**config.mk**
```make
export PLATFORM = sky130hd
export DESIGN_NAME = snd_dma_fifo
export DESIGN_NICKNAME = d
export VERILOG_FILES = /design/src/rtl/snd_dma_fifo.sv
export SDC_FILE = /design/constraint.sdc
export NUM_CORES = 1
export LEC_CHECK = 0
export CAP_MARGIN = 20
export CORE_MARGIN = 1.5
export CORE_UTILIZATION = 56
export DETAILED_ROUTE_END_ITERATION = 7
export DONT_BUFFER_PORTS = 1
export PLACE_DENSITY = 0.74
export RECOVER_POWER = 50
export SETUP_SLACK_MARGIN = 0.1
export SLEW_MARGIN = 15
export SYNTH_ARGS = -nofsm -noshare
export SYNTH_HDL_FRONTEND = slang
export SYNTH_SLANG_ARGS = --single-unit
```
**constraint.sdc**
```tcl
create_clock -name clk32 -period 2.8 [get_ports clk32]
set_clock_uncertainty 0.05 [all_clocks]
set_input_delay 0.56 -clock clk32 [delete_from_list [all_inputs] [get_ports clk32]]
set_output_delay 0.56 -clock clk32 [all_outputs]
set_load 0.01 [all_outputs]
```
**src/rtl/snd_dma_fifo.sv**
```systemverilog
// ---------------------------------------------------------------------------
// snd_dma_fifo
//
// Shifter-side receiver for sound DMA word loads. Words strobed in by the MCU
// (sload_n) are buffered in a small FIFO. They are then unpacked into signed
// 8-bit PCM samples at the programmed sample rate and driven to the audio
// mixer. Everything is synchronous to clk32.
//
// Ports:
//   clk32    in   system clock (32 MHz)
//   reset    in   synchronous, active-high reset
//   sndon    in   sound DMA enable (level); dropping it flushes the block
//   sload_n  in   MCU load strobe, active low; its falling edge loads din
//   din      in   16-bit data word, valid while sload_n is low
//   rate     in   sample rate: 0=6258, 1=12517, 2=25033, 3=50066 Hz
//   mono     in   1 = two mono samples per word (high byte first);
//                 0 = stereo, L = din[15:8], R = din[7:0]
//   sreq     out  registered sound data request to the MCU
//   audio_l  out  signed left sample
//   audio_r  out  signed right sample
//   level    out  FIFO occupancy in words
//   ovf      out  sticky: a load arrived while the FIFO was full
//   unf      out  one-cycle pulse: a sample tick found the FIFO empty
//
// Load handshake:
//   sreq is the "ready" side and says that at least SREQ_SLACK words are free
//   after this cycle's push/pop. The extra slack absorbs the MCU's latching
//   latency. The falling edge of sload_n is the "valid" side. Exactly one
//   word is taken per falling edge, no matter how long sload_n stays low.
//   din is captured in the same cycle the edge is seen. A load that finds
//   the FIFO full, with no pop in the same cycle, is dropped and sets ovf.
//   Loads while sndon=0 are ignored entirely.
// ---------------------------------------------------------------------------
module snd_dma_fifo #(
  parameter int DEPTH      = 4,    // FIFO depth in words, power of two, 2..16
  parameter int DIV50K     = 640,  // clk32 cycles per tick at 50066 Hz
  parameter int SREQ_SLACK = 2     // free words required to raise sreq
) (
  input  logic                     clk32,
  input  logic                     reset,
  input  logic                     sndon,
  input  logic                     sload_n,
  input  logic [15:0]              din,
  input  logic [1:0]               rate,
  input  logic                     mono,
  output logic                     sreq,
  output logic [7:0]               audio_l,
  output logic [7:0]               audio_r,
  output logic [$clog2(DEPTH):0]   level,
  output logic                     ovf,
  output logic                     unf
);

  localparam int AW      = $clog2(DEPTH);
  localparam int DIV_MAX = DIV50K * 8;
  localparam int DW      = $clog2(DIV_MAX + 1);

  localparam logic [AW:0] LVL_FULL     = (AW + 1)'(DEPTH);
  // Highest occupancy at which sreq may still be asserted.
  localparam logic [AW:0] SREQ_MAX_LVL = (AW + 1)'(DEPTH - SREQ_SLACK);

  // Storage and pointers
  logic [15:0]    mem [DEPTH];
  logic [AW-1:0]  wr_ptr;
  logic [AW-1:0]  rd_ptr;

  // Input history registers used for edge/change detection
  logic           sload_q;
  logic           sndon_q;
  logic [1:0]     rate_q;
  logic           mono_q;

  // Sample-rate divider and mono byte select (1 = high byte next)
  logic [DW-1:0]  div_cnt;
  logic [DW-1:0]  div_term;
  logic           hsel;

  // Per-cycle control
  logic           load_ev;
  logic           empty;
  logic           full;
  logic           rate_chg;
  logic           tick;
  logic           pop;
  logic           push;
  logic           drop;
  logic [AW:0]    level_nxt;
  logic           sreq_nxt;
  logic [15:0]    head;
  logic [7:0]     mono_sample;

  // Terminal count of the divider for each rate (50 kHz period doubled per
  // step down in rate).
  always_comb begin
    div_term = '0;
    case (rate)
      2'd0:    div_term = DW'(DIV50K * 8 - 1);
      2'd1:    div_term = DW'(DIV50K * 4 - 1);
      2'd2:    div_term = DW'(DIV50K * 2 - 1);
      default: div_term = DW'(DIV50K - 1);
    endcase
  end

  always_comb begin
    load_ev     = sload_q & ~sload_n;
    empty       = (level == '0);
    full        = (level == LVL_FULL);
    rate_chg    = (rate != rate_q);
    // A rate change restarts the divider, so no tick can fire that cycle.
    tick        = sndon & ~rate_chg & (div_cnt == div_term);
    head        = mem[rd_ptr];
    mono_sample = hsel ? head[15:8] : head[7:0];
    // In mono a word is retired only after its low byte has been played.
    pop         = tick & ~empty & (~mono | ~hsel);
    // The pop frees the slot first, so a load into a full FIFO is accepted
    // when a pop happens in the same cycle.
    push        = sndon & load_ev & (~full | pop);
    drop        = sndon & load_ev & full & ~pop;
  end

  always_comb begin
    level_nxt = level;
    if (!sndon) begin
      level_nxt = '0;
    end else begin
      case ({push, pop})
        2'b10:   level_nxt = level + 1'b1;
        2'b01:   level_nxt = level - 1'b1;
        default: level_nxt = level;
      endcase
    end
    sreq_nxt = sndon & (level_nxt <= SREQ_MAX_LVL);
  end

  // FIFO storage: no reset needed, occupancy is tracked by level/pointers.
  always_ff @(posedge clk32) begin
    if (push) begin
      mem[wr_ptr] <= din;
    end
  end

  always_ff @(posedge clk32) begin
    if (reset) begin
      sload_q <= 1'b1;
      sndon_q <= 1'b0;
      rate_q  <= rate;
      mono_q  <= mono;
      wr_ptr  <= '0;
      rd_ptr  <= '0;
      level   <= '0;
      sreq    <= 1'b0;
      audio_l <= '0;
      audio_r <= '0;
      ovf     <= 1'b0;
      unf     <= 1'b0;
      div_cnt <= '0;
      hsel    <= 1'b1;
    end else begin
      sload_q <= sload_n;
      sndon_q <= sndon;
      rate_q  <= rate;
      mono_q  <= mono;
      level   <= level_nxt;
      sreq    <= sreq_nxt;
      unf     <= tick & empty;

      if (!sndon) begin
        // Disabled: flush the FIFO, silence the outputs, park the divider.
        wr_ptr  <= '0;
        rd_ptr  <= '0;
        audio_l <= '0;
        audio_r <= '0;
        div_cnt <= '0;
        hsel    <= 1'b1;
      end else begin
        if (rate_chg || (div_cnt == div_term)) begin
          div_cnt <= '0;
        end else begin
          div_cnt <= div_cnt + 1'b1;
        end

        if (push) begin
          wr_ptr <= wr_ptr + 1'b1;
        end
        if (pop) begin
          rd_ptr <= rd_ptr + 1'b1;
        end

        // An empty tick leaves the outputs and the byte select untouched.
        if (tick && !empty) begin
          if (mono) begin
            audio_l <= mono_sample;
            audio_r <= mono_sample;
            hsel    <= ~hsel;
          end else begin
            audio_l <= head[15:8];
            audio_r <= head[7:0];
          end
        end

        // Switching mono/stereo restarts the next word at its high byte.
        if (mono != mono_q) begin
          hsel <= 1'b1;
        end
      end

      // drop requires sndon=1, so it can never collide with the clear.
      if (drop) begin
        ovf <= 1'b1;
      end else if (sndon_q && !sndon) begin
        ovf <= 1'b0;
      end
    end
  end

endmodule

```
Yosys cells after proc, flatten, opt, wreduce, memory -nomap -nowiden:

Memories as Yosys holds them, arrays and structs flattened. A register that Yosys moved wholly into a read port is not among the register bits.
Cells that the tools add are included.

* memories kept: 1
* output and inout port bits: 22
* register bits after elaboration: 45
* RAM bits: 64
* bits of input ports: 23
* logic and storage cells: 74

* magnitude comparators: 1
* eq/ne operators: 8
* add/sub/neg operators: 5
* bitwise gates (word level): 21
* reduce and logical (&&, ||, !) cells: 12
* muxes and demuxes: 12

Memories
* mem: words 4, bits a word 16, read ports 1, clocked after memory_dff 1, write ports 1, RTL line 63 `logic [15:0] mem [DEPTH];`

Operator list (count)
* 13-bit case mux with 3 select lines: 1
* 8-bit two-way mux: 3
* 13-bit by 1-bit adder with 13-bit output (second input constant): 1
* 13-bit == test: 1
* 1-bit bitwise AND: 11
* 1-bit NOT: 8
* 3-bit case mux with 2 select lines: 1
* 3-bit OR reduction: 2
* 2-bit by 1-bit adder with 2-bit output (second input constant): 2
* 2-bit by 1-bit == test with 1-bit output (second input constant): 2
* 2-bit == test (second input constant): 2
* 1-bit two-way mux: 4
* 2-bit two-way mux: 2
* 3-bit by 1-bit adder with 3-bit output (second input constant): 1
* 3-bit == test (second input constant): 1
* 3-bit by 2-bit less-or-equal comparator with 1-bit output (second input constant): 1
* 3-bit zero test: 1
* 3-bit two-way mux: 1
* 3-bit by 1-bit subtractor with 3-bit output (second input constant): 1
* 1-bit logical AND: 2
* 1-bit zero test: 2
* 2-bit zero test: 1
* 2-bit != test: 1
* 1-bit OR: 2
* other kinds (5): 5

Logic depth before layout (Yosys ltp):

Gate-level depths: netlist of run 1.

* depth after elaboration: 13
* mapped depth: 10
* depth with buffers taken out: 10

Worst setup path after synthesis of run 1:

Ideal clock, no wire load.

* kind: input port to flip-flop
* from: input port rate[0]
* to: memory mem[0][0] (enable)
* library setup time: 0.374 ns
* path buffers: 0
* stages: 7
* arrival: 2.324 ns
* required time: 2.376 ns
* slack: 0.052 ns
* cell sequence: inv_1 -> ha_1 -> xnor2_1 -> nor3_1 -> nand4_2 -> a21oi_2 -> and2_1

* cells in the longest elaborated chain, start to end: 10
* elaborated cells between the ends (all ways): 15
* those cells by class: 4 x eq/ne; 3 x mux; 7 x bitwise; 1 x reduce/logical

RTL lines
* start, declared: RTL line 44 `input logic [1:0] rate,`
* 2-bit == test (tied with other cells): RTL line 96 `case (rate)`
* 13-bit case mux with 3 select lines / 1-bit NOT (equally long branches): RTL line 96, 110
* 13-bit == test / 1-bit bitwise AND (equally long branches): RTL line 110 `tick = sndon & ~rate_chg & (div_cnt == div_term);`
* 1-bit bitwise AND *: RTL line 110
* 1-bit bitwise AND * (2 in a row): RTL line 114 `pop = tick & ~empty & (~mono | ~hsel);`
* 1-bit OR *: RTL line 117 `push = sndon & load_ev & (~full | pop);`
* 1-bit bitwise AND *: RTL line 117
* 1-bit two-way mux *: RTL line 137 `if (push) begin`
* 1-bit two-way mux (not written as such) *: RTL line 138 `mem[wr_ptr] <= din;`
* end, declared: RTL line 63

Every way passes the cells marked *; elsewhere a longest branch is shown, timed or not.

Worst setup path in the final report of run 1:

* from: register div_cnt[1]
* to: memory mem[2][15] (enable)

* cells in the longest elaborated chain, start to end: 8

RTL lines
* start, declared: RTL line 74 `logic [DW-1:0] div_cnt;`
* start signal, assigned: RTL line 179 `div_cnt <= div_cnt + 1'b1;`
* 13-bit == test: RTL line 110
* 1-bit bitwise AND: RTL line 110
* 1-bit bitwise AND (2 in a row): RTL line 114
* 1-bit OR: RTL line 117
* 1-bit bitwise AND: RTL line 117
* 1-bit two-way mux: RTL line 137
* 1-bit two-way mux (not written as such): RTL line 138

Every way passes these cells.

==> results.tsv, run 1 <==
metric	value	unit
Synth Flop Type	edfxtp_1	
Psw	624.5	µW
Worst Hold Class	input port to register	
Syn Area/Cell	14.60	µm²
register area share after synthesis	0.6187	
RSZ-0062 raised after global routing	no	
Seq pwr share	0.634	
die area	8816	µm²
dominant cell type by area after synthesis	edfxtp_1	
total track usage	0.1945	
startpoint types	register	
Clock Power Share	0.330	
commonest non-fill, non-tap cell in the layout	edfxtp_1	
Hold Violations, Final	0	
setup_tns	0	ns
fin crit share	0.8931	
Yosys top cell area share	0.4154	
vias per cell	5.719	
Hold Buf Count CTS	0	
fin util	0.6397	
Fill cells	591	
global-route wire length before repair	12.47	mm
critical path type	register to register	
num rows	32	
power density over the cells	548.7	nW/µm²
Initial Util	0.5896	
CTS Buffer Depth	2	
vias in the first global route	2498	
H-tree Lvls	3	
Core Box Area	7848	µm²
Internal	2.130	mW
Layout area overhead	8.491	%
Chip Height	93.90	µm
CTS tree	built	
1st-iter DRT viols	59	
LEAKAGE	1.731	nW
CTS root buf	clkbuf_8	
final worst slack	0.2992	ns
Post-DP Area	4837	µm²
fin. max-slew vios	0	
Worst Path Arrival	2.53	ns
Worst Tran Pin Value	0.5492	ns
post-synth net total	351	
antenna violations before repair	0	
Post-Route WL	7.813	mm
run status	finished, final reports clean	
DR WL/cell	18.00	µm
Peak VDD IR	0.0004686	V
via count	2482	
total gr overflow	0	
DRC	0	
port buffer count	0	
CTS clock-pin slew for the worst setup and hold paths	0.10	ns
GPL Wtd Cong	0.7827	
ys async rst share	0	
num ports	45	
Antenna Cells	0	
pre-CTS WS	0.01749	ns
Yosys warning count	0	
Gate power share	0.035	
Tot Pwr	2.754	mW
Post-synth EDFFs	64	
dominant cells by area after synthesis	edfxtp_1, dfxtp_1, mux4_2	
Synth Instances	317	
reg-to-reg slack, setup	0.30	ns
fin nets	361	
most frequent cells in the layout	edfxtp_1, dfxtp_1, nor2_1	
share of layout cells above drive strength 1	0.2289	
post-route ant nets	0	
clock sinks	111	
Pre-antenna DRT Iters	4	
Final Cell Area	5020	µm²
largest net degree at the start of global routing	34	
Slew HR	0.6339	
crit path max fanout	10	
Yosys cell types	47	
TritonCTS Buffers	9	
max_cap viols	0	
Setup crit end kind	register	
Cell Area, Synth	4627	µm²
die width	93.90	µm
setup violators final	0	
Worst-Skew Late Latency	0.37	ns
fmax	399.9	MHz
switching share of total power	0.2268	
CP required	2.83	ns
post-detail-place hpwl	5.249	mm
FF+latch count, synth	111	
Final min period	2.501	ns
final timing paths:
path | start | cells after the start | endpoint
setup / recovery | div_cnt[1] | 7 | mem[2][15]
hold / removal | rate[1] | 0 | rate_q[1]
setup reg to reg | div_cnt[1] | 7 | mem[2][15]
hold reg to reg | div_cnt[0] | 1 | div_cnt[0]
what timing repair did:
item	4_1_cts	5_1_grt
endpoints found under the setup margin	0	2
resized for setup	0	3
setup buffers	0	0
power groups by stage:
stage / Clock (mW) / Sequential, mW / Combinational, mW
floorplan: 0 / 1.78 / 0.0751
finish: 0.910 / 1.75 / 0.0967
global route: 1.01 / 1.75 / 0.106
detailed placement: 0 / 1.78 / 0.0983
global placement: 0 / 1.78 / 0.0969
CTS: 0.941 / 1.75 / 0.0988
routing by layer:
metal / routed length [µm] / share of wire / GRT usage
met1: 3281 / 0.42 / 0.2322
met2: 4033 / 0.52 / 0.3376
met3: 431 / 0.055 / 0.06392
met4: 65 / 0.0083 / 0.05224
met5: 0 / 0 / 0
registers in the layout (all words and copies together) (netlist names), named ones only:
register,count
audio_l,8
audio_r,8
div_cnt,13
hsel,1
level,3
mem,64
mono_q,1
ovf,1
rate_q,2
rd_ptr,2
sload_q,1
sndon_q,1
sreq,1
unf,1
wr_ptr,2
cell usage after synthesis, types with 2 or more instances:
library cell and number:
nand3b_1 2, nor3b_1 3, nand3_1 7, inv_1 8, and3_1 2, xnor2_1 6, a211oi_1 2, buf_2 3
a21oi_1 4, or3_1 2, a211oi_2 15, nand4_2 2, nor3_1 3, dfxtp_1 47, or2_2 2, buf_1 2
buf_4 2, and2_1 5, o21ai_0 6, clkbuf_1 5, nand2_1 8, nor2_1 36, xor2_1 14, mux2i_1 20
ha_1 10, edfxtp_1 64, and3_2 2, mux4_2 16
layout make-up:
class	count	area (µm²)	share of cell area
repair buffers	12	132.6	0.02642
well taps	102	127.6	0.02542
multi-input cells	185	1673	0.3332
flip-flops and latches	111	2864	0.5705
inverters	8	30.03	0.005982
clock inverters	6	65.06	0.01296
clock buffers	10	127.6	0.02542
cells by family after synthesis:
family,after synthesis,synth area share
adder cells (fa/ha/maj),11,0.03137
multiplexers,36,0.1211
AO/OA/AOI/OAI,32,0.06490
AND/OR/NAND/NOR,86,0.1049
XOR/XNOR,20,0.03786
buffers and inverters,21,0.02109
flip-flops,111,0.6187
stage by stage:
| stage | std cells | hold slack (ns) |
|---|---|---|
| finish | 434 | 0.1581 |
| floorplan | 317 | 0.3919 |
| global placement | 418 | 0.4129 |
| global route | 434 | 0.1239 |
| detailed placement | 418 | 0.4256 |
| CTS | 434 | 0.1421 |
critical path, stage by stage, from the launching register on:
cell and delay (ns):
dfxtp_1 0.38, ha_1 0.27, nand2_1 0.12, nor4_4 0.31
nand4_1 0.19, a21oi_1 0.46, and2_2 0.24, buf_4 0.20
(Power assumes the default switching activity.)
==> inputs of run 2 (changes only) <==
==> constraint.sdc (replaced) <==
create_clock -name clk32 -period 2.25 [get_ports clk32]
set_clock_uncertainty 0.05 [all_clocks]
set_input_delay 0.45 -clock clk32 [delete_from_list [all_inputs] [get_ports clk32]]
set_output_delay 0.45 -clock clk32 [all_outputs]
set_load 0.01 [all_outputs]
==> results.tsv, run 2 (synthesis gave the netlist of run 1 again) <==
metric	value	unit	change
run status	finished, final reports clean		unchanged
CP required	2.50	ns	was 2.83 ns
RSZ-0062 raised after global routing	yes		was no
fin nets	388		was 361
share of layout cells above drive strength 1	0.3343		was 0.2289
startpoint types	register		unchanged
critical path type	register to register		unchanged
Post-Route WL	8.208	mm	was 7.813 mm
top routing layer in use	met4		unchanged
Clock Power Share	0.340		was 0.330
total track usage	0.1992		was 0.1945
via count	2573		was 2482
post-detail-place hpwl	5.509	mm	was 5.249 mm
Worst-Skew Late Latency	0.37	ns	about the same
switching share of total power	0.2376		was 0.2268
setup violators final	0		unchanged
Chip Height	93.90	µm	unchanged
Min Hold Slack	0.04214	ns	was 0.1581 ns
die area	8816	µm²	unchanged
most frequent cells in the layout	edfxtp_1, dfxtp_1, nor2_1		unchanged
Peak VDD IR	0.0004012	V	was 0.0004686 V
largest net degree at the start of global routing	30		was 34
Most common cell on crit path	buf_4		
DRC	0		unchanged
Final min period	2.140	ns	was 2.501 ns
clock sinks	111		unchanged
fin. max-slew vios	0		unchanged
post-route ant nets	0		unchanged
Worst Tran Pin Value	0.5937	ns	was 0.5492 ns
DR WL/cell	17.80	µm	was 18.00 µm
max_cap viols	0		unchanged
num ports	45		unchanged
fin util	0.6899		was 0.6397
Post-DP Area	5030	µm²	was 4837 µm²
Largest register FFs	64		unchanged
metal2 WL	3.960	mm	was 4.033 mm
power density over the cells	648.3	nW/µm²	was 548.7 nW/µm²
CTS root buf	clkbuf_8		unchanged
Gate power share	0.041		was 0.035
num rows	32		unchanged
port buffer count	0		unchanged
Initial Util	0.5896		unchanged
Core Box Area	7848	µm²	unchanged
Slowest-stage cell, CP	dfxtp_2		was a21oi_1
global-route wire length before repair	12.79	mm	was 12.47 mm
CTS clock-pin slew for the worst setup and hold paths	0.11	ns	was 0.10 ns
Antenna Cells	0		unchanged
commonest non-fill, non-tap cell in the layout	edfxtp_1		unchanged
CTS Buffer Depth	2		unchanged
Tot Pwr	3.510	mW	was 2.754 mW
crit path max fanout	4		was 10
Internal	2.676	mW	was 2.130 mW
fin crit share	0.9513		was 0.8931
crit path cell chain	ha_4, nand2_4, nor4_4, buf_4, nand4_4, buf_6, mux2i_1, buf_4, a41o_1, a211oi_2		was ha_1, nand2_1, nor4_4, nand4_1, a21oi_1, and2_2, buf_4
wl on met1	3.606	mm	was 3.281 mm
crit-path max cell delay	0.37	ns	was 0.46 ns
vias in the first global route	2583		was 2498
Hold Violations, Final	0		unchanged
Seq pwr share	0.619		was 0.634
Pre-antenna DRT Iters	4		unchanged
Setup crit end kind	register		unchanged
Slew HR	0.6033		was 0.6339
antenna violations before repair	0		unchanged
Worst Path Arrival	2.39	ns	was 2.53 ns
Worst Hold Class	input port to register		unchanged
Final Cell Area	5414	µm²	was 5020 µm²
GPL Wtd Cong	0.8344		was 0.7827
vias per cell	5.581		was 5.719
Biggest register	mem		unchanged
die width	93.90	µm	unchanged
setup_tns	0	ns	unchanged
H-tree Lvls	3		unchanged
Buf/Inv on CP	3		was 1
fmax	467.2	MHz	was 399.9 MHz
Largest regs	mem: 64 flops, div_cnt: 13 flops		unchanged
LEAKAGE	1.922	nW	was 1.731 nW
TritonCTS Buffers	9		unchanged
1st-iter DRT viols	185		was 59
Fill cells	545		was 591
CTS tree	built		unchanged
total gr overflow	0		unchanged
Routed met3 length	506	µm	was 431 µm
CP top delay family	buffers and inverters		was simple AND/OR/NAND/NOR gates
Psw	834.1	µW	was 624.5 µW
Layout area overhead	17.01	%	was 8.491%
==> run 2: cell types whose count changed in the layout (fill, tap and decap cells not counted), sizes merged <==
cell,change
buf,+25
inv,+2
clkinv,-2
clkbuf,+1
clkinvlp,+1
==> run 2: worst paths after layout <==
path	start	to	slack [ns]	cells past startpoint
setup / recovery	div_cnt[1]	sreq	0.11	10
hold / removal	rate[0]	rate_q[0]	0.04	0
setup reg to reg	div_cnt[1]	sreq	0.11	10
hold reg to reg	rd_ptr[1]	register	0.45	2
==> run 2: power by group through the flow <==
stage / Clock (mW) / Sequential, mW / Combinational, mW
finish: 1.19 / 2.17 / 0.143
global route: 1.30 / 2.18 / 0.157
CTS: 1.22 / 2.17 / 0.139
detailed placement: 0 / 2.22 / 0.138
global placement: 0 / 2.22 / 0.137
floorplan: 0 / 2.22 / 0.100
==> run 2: worst register-to-register path: stages, from the launching register on <==
cell,delay (ns)
dfxtp_2,0.37
ha_4,0.15
nand2_4,0.06
nor4_4,0.31
buf_4,0.17
nand4_4,0.13
buf_6,0.17
mux2i_1,0.12
buf_4,0.16
a41o_1,0.21
a211oi_2,0.18
==> run 2: per-layer routing <==
metal / vias up / global-route usage
met5: - / 0
met4: 0 / 0.08955
met3: 10 / 0.04531
met2: 62 / 0.3182
met1: 1258 / 0.2605
li1: 1243 / -
==> run 2: repair_timing <==
action | 4_1_cts | 5_1_grt
resized for setup | 8 | 13
hold buffers | 0 | 0
pin swaps | 5 | 12
buffers inserted | 5 | 4
cloned | 0 | 2
endpoints found under the setup margin | 2 | 6
==> run 2: area by class of cell <==
type                    instances  area, µm²  area share
inverters                       8      47.55    0.008782
clock buffers                   9      123.9     0.02288
clock inverters                 7      77.57     0.01433
flip-flops and latches        111       2872      0.5304
well taps                     102      127.6     0.02357
repair buffers                 39      390.4     0.07211
multi-input cells             185       1775      0.3279
==> run 2: through the flow <==
stage	std cells	worst slack [ns]
final	461	0.1095
after global routing	461	-0.02749
after CTS	455	0.09352
after detailed placement	434	-0.1134
after global placement	434	-0.03826
after floorplan	317	-0.07058
